--- config.mk ---
export PLATFORM = sky130hd
export DESIGN_NAME = cu_fsm_flat
export DESIGN_NICKNAME = d
export VERILOG_FILES = /design/src/rtl/cu_fsm_if.sv /design/src/rtl/cu_fsm.sv /design/src/flat_wrapper.sv
export SDC_FILE = /design/constraint.sdc
export NUM_CORES = 1
export LEC_CHECK = 0
export ABC_AREA = 1
export CORE_AREA = 2 2 39 41
export DETAILED_ROUTE_END_ITERATION = 16
export DIE_AREA = 0 0 41 43
export GPL_ROUTABILITY_DRIVEN = 0
export PLACE_DENSITY_LB_ADDON = 0.2
export SYNTH_ARGS = -nofsm -noshare
export SYNTH_HDL_FRONTEND = slang
export SYNTH_SLANG_ARGS = --single-unit
--- constraint.sdc ---
create_clock -name CLK -period 1.2 [get_ports CLK]
set_input_delay 0.24 -clock CLK [delete_from_list [all_inputs] [get_ports CLK]]
set_output_delay 0.24 -clock CLK [all_outputs]
set_load 0.02 [all_outputs]
--- src/rtl/cu_fsm_if.sv ---
// Control-unit bus: instruction fields and interrupt inputs toward the FSM,
// datapath and memory enables back from it.
interface cu_fsm_if;
    localparam int unsigned OPCODE_W = 7;
    localparam int unsigned FUNCT3_W = 3;

    logic                intr;
    logic                mie;
    logic [OPCODE_W-1:0] ir6_0;
    logic [FUNCT3_W-1:0] ir14_12;

    logic                PCWrite;
    logic                regWrite;
    logic                memWE2;
    logic                memRDEN1;
    logic                memRDEN2;
    logic                reset;
    logic                csr_WE;
    logic                int_taken;
    logic                mret_exec;

    // Datapath side: presents the instruction and interrupt state, consumes enables.
    modport master (
        output intr, mie, ir6_0, ir14_12,
        input  PCWrite, regWrite, memWE2, memRDEN1, memRDEN2,
               reset, csr_WE, int_taken, mret_exec
    );

    // Control-unit side.
    modport slave (
        input  intr, mie, ir6_0, ir14_12,
        output PCWrite, regWrite, memWE2, memRDEN1, memRDEN2,
               reset, csr_WE, int_taken, mret_exec
    );
endinterface

--- src/rtl/cu_fsm.sv ---
// Multi-cycle RISC-V control unit: FETCH/EXEC sequencing, load write-back,
// and interrupt entry with a sticky pending flag.
module cu_fsm (
    input  logic     CLK,
    input  logic     RST,
    cu_fsm_if.slave  bus
);
    localparam int unsigned OPCODE_W = 7;
    localparam int unsigned FUNCT3_W = 3;

    localparam logic [OPCODE_W-1:0] OP_RTYPE  = 7'b0110011;
    localparam logic [OPCODE_W-1:0] OP_ITYPE  = 7'b0010011;
    localparam logic [OPCODE_W-1:0] OP_LUI    = 7'b0110111;
    localparam logic [OPCODE_W-1:0] OP_AUIPC  = 7'b0010111;
    localparam logic [OPCODE_W-1:0] OP_JAL    = 7'b1101111;
    localparam logic [OPCODE_W-1:0] OP_JALR   = 7'b1100111;
    localparam logic [OPCODE_W-1:0] OP_STORE  = 7'b0100011;
    localparam logic [OPCODE_W-1:0] OP_BRANCH = 7'b1100011;
    localparam logic [OPCODE_W-1:0] OP_LOAD   = 7'b0000011;
    localparam logic [OPCODE_W-1:0] OP_SYS    = 7'b1110011;

    localparam logic [FUNCT3_W-1:0] F3_MRET   = 3'b000;
    localparam logic [FUNCT3_W-1:0] F3_CSRRW  = 3'b001;
    localparam logic [FUNCT3_W-1:0] F3_CSRRS  = 3'b010;
    localparam logic [FUNCT3_W-1:0] F3_CSRRC  = 3'b011;

    typedef enum logic [2:0] {
        ST_INIT  = 3'd0,
        ST_FETCH = 3'd1,
        ST_EXEC  = 3'd2,
        ST_WB    = 3'd3,
        ST_INTR  = 3'd4
    } state_t;

    state_t r_state;
    state_t w_next_state;
    logic   r_int_pend;
    logic   w_int_pend_next;
    logic   w_int_req;

    logic   w_pc_write;
    logic   w_reg_write;
    logic   w_mem_we2;
    logic   w_mem_rden1;
    logic   w_mem_rden2;
    logic   w_reset;
    logic   w_csr_we;
    logic   w_int_taken;
    logic   w_mret_exec;

    // A request is held until INTR is entered; a fresh pulse during INTR re-arms it.
    assign w_int_pend_next = bus.intr | (r_int_pend & (r_state != ST_INTR));
    assign w_int_req       = (r_int_pend | bus.intr) & bus.mie;

    always_ff @(posedge CLK) begin
        if (RST) begin
            r_state    <= ST_INIT;
            r_int_pend <= 1'b0;
        end else begin
            r_state    <= w_next_state;
            r_int_pend <= w_int_pend_next;
        end
    end

    always_comb begin
        w_next_state = r_state;
        w_pc_write   = 1'b0;
        w_reg_write  = 1'b0;
        w_mem_we2    = 1'b0;
        w_mem_rden1  = 1'b0;
        w_mem_rden2  = 1'b0;
        w_reset      = 1'b0;
        w_csr_we     = 1'b0;
        w_int_taken  = 1'b0;
        w_mret_exec  = 1'b0;

        unique case (r_state)
            ST_INIT: begin
                w_reset      = 1'b1;
                w_next_state = ST_FETCH;
            end

            ST_FETCH: begin
                w_mem_rden1  = 1'b1;
                w_next_state = ST_EXEC;
            end

            ST_EXEC: begin
                w_pc_write   = 1'b1;
                w_next_state = w_int_req ? ST_INTR : ST_FETCH;
                case (bus.ir6_0)
                    OP_RTYPE, OP_ITYPE, OP_LUI, OP_AUIPC, OP_JAL, OP_JALR: begin
                        w_reg_write = 1'b1;
                    end
                    OP_STORE: begin
                        w_mem_we2 = 1'b1;
                    end
                    // Loads must finish write-back before an interrupt can be taken.
                    OP_LOAD: begin
                        w_pc_write   = 1'b0;
                        w_mem_rden2  = 1'b1;
                        w_next_state = ST_WB;
                    end
                    OP_SYS: begin
                        case (bus.ir14_12)
                            F3_MRET: w_mret_exec = 1'b1;
                            F3_CSRRW, F3_CSRRS, F3_CSRRC: begin
                                w_csr_we    = 1'b1;
                                w_reg_write = 1'b1;
                            end
                            default: ;
                        endcase
                    end
                    default: ;
                endcase
            end

            ST_WB: begin
                w_reg_write  = 1'b1;
                w_pc_write   = 1'b1;
                w_next_state = w_int_req ? ST_INTR : ST_FETCH;
            end

            ST_INTR: begin
                w_int_taken  = 1'b1;
                w_pc_write   = 1'b1;
                w_next_state = ST_FETCH;
            end

            default: begin
                w_next_state = ST_INIT;
            end
        endcase
    end

    assign bus.PCWrite   = w_pc_write;
    assign bus.regWrite  = w_reg_write;
    assign bus.memWE2    = w_mem_we2;
    assign bus.memRDEN1  = w_mem_rden1;
    assign bus.memRDEN2  = w_mem_rden2;
    assign bus.reset     = w_reset;
    assign bus.csr_WE    = w_csr_we;
    assign bus.int_taken = w_int_taken;
    assign bus.mret_exec = w_mret_exec;
endmodule

--- src/flat_wrapper.sv ---
// flat-port wrapper written by rule: the top's interface ports become plain ports
module cu_fsm_flat 
  (CLK, RST, bus_intr, bus_mie, bus_ir6_0, bus_ir14_12, bus_PCWrite, bus_regWrite, bus_memWE2, bus_memRDEN1, bus_memRDEN2, bus_reset, bus_csr_WE, bus_int_taken, bus_mret_exec);
  cu_fsm_if bus_i ();
  input  logic CLK;
  input  logic RST;
  input wire logic [$bits(bus_i.intr)-1:0] bus_intr;
  input wire logic [$bits(bus_i.mie)-1:0] bus_mie;
  input wire logic [$bits(bus_i.ir6_0)-1:0] bus_ir6_0;
  input wire logic [$bits(bus_i.ir14_12)-1:0] bus_ir14_12;
  output wire logic [$bits(bus_i.PCWrite)-1:0] bus_PCWrite;
  output wire logic [$bits(bus_i.regWrite)-1:0] bus_regWrite;
  output wire logic [$bits(bus_i.memWE2)-1:0] bus_memWE2;
  output wire logic [$bits(bus_i.memRDEN1)-1:0] bus_memRDEN1;
  output wire logic [$bits(bus_i.memRDEN2)-1:0] bus_memRDEN2;
  output wire logic [$bits(bus_i.reset)-1:0] bus_reset;
  output wire logic [$bits(bus_i.csr_WE)-1:0] bus_csr_WE;
  output wire logic [$bits(bus_i.int_taken)-1:0] bus_int_taken;
  output wire logic [$bits(bus_i.mret_exec)-1:0] bus_mret_exec;
  assign bus_i.intr = bus_intr;
  assign bus_i.mie = bus_mie;
  assign bus_i.ir6_0 = bus_ir6_0;
  assign bus_i.ir14_12 = bus_ir14_12;
  assign bus_PCWrite = bus_i.PCWrite;
  assign bus_regWrite = bus_i.regWrite;
  assign bus_memWE2 = bus_i.memWE2;
  assign bus_memRDEN1 = bus_i.memRDEN1;
  assign bus_memRDEN2 = bus_i.memRDEN2;
  assign bus_reset = bus_i.reset;
  assign bus_csr_WE = bus_i.csr_WE;
  assign bus_int_taken = bus_i.int_taken;
  assign bus_mret_exec = bus_i.mret_exec;
  cu_fsm u_core (.CLK(CLK), .RST(RST), .bus(bus_i));
endmodule
==> results of run 1 <==
## cell usage in the layout (no fill, tap or decap), types with 2 or more instances in the layout
cell type,Yosys,layout
clkbuf_2,0,3
inv_4,0,2
dfxtp_4,0,2
buf_2,0,2
clkbuf_4,0,3
nand2_2,1,5
buf_4,0,22
nand2_4,1,3
nand2_1,11,5
a21oi_2,0,3
inv_2,2,10
buf_6,0,10
clkdlybuf4s50_1,0,4
nand3_4,0,3
clkdlybuf4s15_1,0,2
nor2_4,1,6
a21oi_1,6,3
nor2_2,0,2
inv_1,16,6
dlymetal6s2s_1,0,2
nand3_2,1,2
nand3_1,10,6
nor2_1,10,3
## worst max path at each step
stage | startpoint | endpoint | cells after the start
final | u_core.r_state[2] | bus_regWrite | 6
after global routing | u_core.r_state[2] | bus_regWrite | 6
after CTS | u_core.r_state[2] | bus_memWE2 | 6
after detailed placement | bus_ir6_0[0] | bus_regWrite | 8
after global placement | bus_ir6_0[1] | bus_regWrite | 8
after floorplan | u_core.r_state[2] | bus_mret_exec | 5
## kinds of logic (layout without fill, tap and decap cells)
| kind of cell | count (synthesis) | count (layout) |
|---|---|---|
| AOI/OAI and AO/OA | 7 | 7 |
| buffers and inverters | 18 | 66 |
| DFF | 4 | 4 |
| and+or+nand+nor | 37 | 37 |
## report_power, final
| group | switching [mW] | total (mW) | internal [mW] |
|---|---|---|---|
| combinational | 0.143 | 0.288 | 0.145 |
| clock | 0.0633 | 0.176 | 0.112 |
| sequential | 0.0129 | 0.157 | 0.144 |
## worst max-delay path: stages (launching register included)
cell and delay, ps:
dfxtp_2 330, inv_2 50, buf_4 130, buf_6 110, nand3_1 80, nand3_2 80, buf_6 130
## final cells by class
class / instances / area, um2
clock buffers: 3 / 22.5
fillers: 131 / 450
inverters: 18 / 72.6
multi-input cells: 44 / 342
flip-flops and latches: 4 / 88.8
well taps: 16 / 20.0
repair buffers: 45 / 388
## what timing repair did
action | CTS | global route
endpoints found under the setup margin | 9 | 12
hold buffers | 0 | 0
pin swaps | 10 | 12
buffers inserted | 8 | 6
gates resized for setup | 86 | 39
## per-stage QoR
step	util	cells	area (um2)	total power, mW	hold WS, ps
2_1_floorplan	-	66	368	0.242	309
3_3_place_gp	0.494	114	683	0.353	549
3_5_place_dp	0.494	114	683	0.354	545
4_1_cts	0.570	125	788	0.559	553
5_1_grt	0.675	130	933	0.651	605
6_report	0.675	130	933	0.621	549
## flip-flops by register name, indices dropped and copies added (netlist names)
register and count:
u_core.r_state 3, u_core.r_int_pend 1
## metal layers
metal	vias to the layer above	GRT usage	wire length (um)
met5	-	0	0
met4	0	0.147	24
met3	4	0.0209	97
met2	23	0.300	887
met1	266	0.125	442
li1	299	-	-
==> impl_metrics.json, run 1 <==
{
  "wl_um": 1450,
  "synth_top_family_by_area": "simple AND/OR/NAND/NOR gates",
  "drt_pass1_iterations": 4,
  "vias": 592,
  "grt_start_max_net_pins": 5,
  "synthSimpleGateAreaFrac": 0.497,
  "h-tree-depth": 1,
  "synth.area.top_cells": "dfxtp_1, inv_1, nand3_1",
  "status": "complete, but fails checks",
  "min_period_ps": 1390,
  "synth_xor_area_frac": 0,
  "ys_ff_latch": 4,
  "drv_slew": 0,
  "synth_common_cells": "inv_1, nand2_1, nand3_1, nor2_1, a21oi_1",
  "hold_viol_final": 0,
  "clock.fmax_ghz": 0.719,
  "synth-edff-count": 0,
  "start_util": 0.262,
  "required_ps": 960,
  "yosys-mux-area-fraction": 0,
  "fin_tns_setup_ps": -1120,
  "clock_path_buffers": 2,
  "die-area_um2": 1760,
  "final_nets": 130,
  "slew_headroom": 0.859,
  "worst-path-max-fanout": 2,
  "synth_most_common_cell": "inv_1",
  "clk_latency_ps": 240,
  "clkTransAtPathRegs_ps": 40,
  "synthDistinctLibCells": 14,
  "synth_flop_cell": "dfxtp_1",
  "io_pins": 23,
  "portBuffers": 22,
  "drt_iter0_markers": 6,
  "syn2layout_area_growth_pct": 157,
  "avgSynthCellArea_um2": 5.50,
  "syn-num-nets": 80,
  "diodes": 0,
  "post_drt_wl_per_cell_um": 11.2,
  "grt_antenna_before_repair": 0,
  "final.setup_skew_ps": 6.68,
  "r2r_start": "u_core.r_state[1]",
  "ant_nets": 0,
  "crit_path_start_kind": "flip-flop",
  "syn_area_um2": 363,
  "rows": 14,
  "cp-end-kind": "output pin",
  "dp_hpwl_um": 832,
  "max-vdd-ir-drop_mv": 0.471,
  "vias_per_cell": 4.55,
  "drc": 0,
  "synthArstFlopShare": 0,
  "r2r_slack_ps": -60,
  "p_leak_nw": 0.476,
  "grt_use_total": 0.161,
  "yosysWarnings": 0,
  "drive_above_1_share": 0.702,
  "min_from": "u_core.r_int_pend",
  "cts_tree": "built",
  "post-place-ws_ps": -881,
  "cap_violations": 0,
  "setup_viol": 10,
  "reg2reg_to": "u_core.r_int_pend",
  "cp.arrival_ps": 1150,
  "cts_sinks": 4,
  "die_w_um": 41,
  "grt_pass1_vias": 535,
  "grt_first_pass_wirelength_um": 1870,
  "cts-root-buf": "clkbuf_4",
  "powerDensity_nw_per_um2": 665,
  "fin_crit_sh": 1.16,
  "ys_seq_area_frac": 0.221,
  "rsz0062_at_grt": "yes",
  "violations": "setup timing",
  "cts_buffers": 3,
  "synth_adder_area_share": 0,
  "synth.largest_area_cell": "dfxtp_1",
  "hold-path-endpoint": "u_core.r_int_pend",
  "syn_inst": 66,
  "crit_type": "reg2out",
  "core_um2": 1380,
  "hold_depth": 4,
  "synth.top_cell.area_share": 0.221,
  "hp-class": "reg2reg",
  "layout_setup_ws_ps": -191,
  "synth-compound-area-share": 0.0966,
  "gr-total-overflow": 0,
  "worst-slew-pin-transition_ps": 211,
  "ff2ff_path_depth": 9,
  "die_h_um": 43
}
Power figures use the tool's default switching activity.
==> run 2, diff against run 1 <==
==> constraint.sdc (replaced) <==
create_clock -name CLK -period 1.2 [get_ports CLK]
set_input_delay 0.24 -clock CLK [delete_from_list [all_inputs] [get_ports CLK]]
set_output_delay 0.24 -clock CLK [all_outputs]
set_load 0.05 [all_outputs]
==> run 2 against run 1 <==
Against the previous run:
- the flow still finishes with violations (setup timing)
- die area stayed put
- global-route usage increased by 4.4 points
- design area up 14%
- largest cell class unchanged
==> impl_metrics.json, run 2 (same netlist as run 1, synthesis figures left out) <==
{
  "cts-root-buf": "clkbuf_4",
  "final_common_cell": "buf_4",
  "drt_iter0_markers": 4,
  "crit_type": "reg2out",
  "vias": 628,
  "vias_per_cell": 4.72,
  "seq_area_um2": 88.8,
  "violations": "setup timing",
  "cp-end-kind": "output pin",
  "min_period_ps": 1430,
  "holdWs_ps": 556,
  "p_leak_nw": 0.525,
  "syn2layout_area_growth_pct": 192,
  "grt_start_max_net_pins": 5,
  "finalPower_mw": 0.704,
  "status": "complete, but fails checks",
  "ant_nets": 0,
  "drt_pass1_iterations": 4,
  "hold_viol_final": 0,
  "placed_cell_area_um2": 826,
  "clk_latency_ps": 230,
  "swShare": 0.362,
  "post_drt_wl_per_cell_um": 12.2,
  "cp.arrival_ps": 1190,
  "fin_crit_sh": 1.19,
  "stdcell_count": 133,
  "combPwrFrac": 0.552,
  "core_um2": 1380,
  "worst-path-max-fanout": 4,
  "largest_reg_flops": 3,
  "grt_use_total": 0.206,
  "rows": 14,
  "drive_above_1_share": 0.752,
  "cts_buffers": 3,
  "drc": 0,
  "drv_slew": 0,
  "powerDensity_nw_per_um2": 664,
  "required_ps": 960,
  "max-vdd-ir-drop_mv": 0.788,
  "cts_sinks": 4,
  "layout_common_cells": "buf_4, inv_2, buf_12, nor2_4",
  "dp_hpwl_um": 914,
  "multi_input_area_um2": 357,
  "top_register": "u_core.r_state",
  "dp.cells": 116,
  "final.setup_skew_ps": 2.23,
  "die-area_um2": 1760,
  "clock.fmax_ghz": 0.701,
  "cap_violations": 0,
  "power_frac_seq": 0.220,
  "h-tree-depth": 1,
  "clkPwrFrac": 0.228,
  "finalInstanceArea_um2": 1060,
  "p_switching_mw": 0.255,
  "crit_path_start_kind": "flip-flop",
  "start_util": 0.262,
  "portBuffers": 22,
  "p_int_mw": 0.449,
  "grt_antenna_before_repair": 0,
  "cts_tree": "built",
  "post-place-ws_ps": -520,
  "clkTransAtPathRegs_ps": 30,
  "nFillCells": 94,
  "hp-class": "reg2reg",
  "worst-slew-pin-transition_ps": 200,
  "die_w_um": 41,
  "wl_um": 1630,
  "final_nets": 133,
  "die_h_um": 43,
  "rsz0062_at_grt": "yes",
  "layout_setup_ws_ps": -226,
  "setup_viol": 10,
  "grt_pass1_vias": 654,
  "io_pins": 23,
  "grt_first_pass_wirelength_um": 2550,
  "gr-total-overflow": 0,
  "reg.largest.list": "u_core.r_state x3, u_core.r_int_pend x1",
  "clock_path_buffers": 2,
  "diodes": 0,
  "slew_headroom": 0.866,
  "hold_buffers": 0
}
## run 2: cell types whose count changed in the layout (fill, tap and decap cells not counted), moves of 2 or more
cell / before / now
dlygate4sd2_1: 0 / 2
buf_6: 10 / 3
clkdlybuf4s15_1: 2 / 0
nand3_2: 2 / 4
buf_4: 22 / 24
buf_12: 0 / 9
## run 2: what timing repair did
item	CTS	global route
gates resized for setup	62	16
pin swaps	20	8
setup endpoints to repair	9	11
setup buffers	13	2
cloned	0	0
endpoints found under the hold margin	0	0
## run 2: metal layers
| layer | GRT usage | wire length, um |
|---|---|---|
| met4 | 0.0667 | 74 |
| met2 | 0.338 | 872 |
| met3 | 0.0471 | 87 |
| met5 | 0 | 0 |
| met1 | 0.251 | 595 |
## run 2: power groups by stage
stage               clock [mW]  sequential, mW  combinational [mW]
finish                   0.161           0.155               0.388
detailed placement           0           0.154               0.292
floorplan                    0           0.154               0.129
global route             0.188           0.157               0.412
global placement             0           0.154               0.289
CTS                      0.170           0.155               0.356
## run 2: metrics by stage
stage          utilization  TNS [ps]
2_1_floorplan            -      -248
3_3_place_gp         0.597     -3130
3_5_place_dp         0.597     -3290
4_1_cts              0.731     -1430
5_1_grt              0.767     -2060
6_report             0.767     -1370
## run 2: cell type report
| cell class | count | share of cell area |
|---|---|---|
| clock buffer | 3 | 0.0212 |
| tap | 16 | 0.0189 |
| sequential | 4 | 0.0837 |
| multi-input combinational | 44 | 0.336 |
| inverter | 18 | 0.0743 |
| timing repair buffer | 48 | 0.466 |
## run 2: worst paths after layout
check	startpoint	endpoint	slack, ps	depth (start not counted)
setup / recovery	u_core.r_state[2]	bus_memWE2	-230	6
hold / removal	u_core.r_int_pend	u_core.r_int_pend	560	4
setup reg to reg	u_core.r_state[2]	u_core.r_state[0]	0	8
hold reg to reg	u_core.r_int_pend	u_core.r_int_pend	560	4
## run 2: worst max-delay path, stage by stage, from the launching register on
cell and delay (ps):
dfxtp_2 320, inv_2 70, nand2_4 60, nor2_4 130, inv_2 80, nor3_4 150
buf_12 160
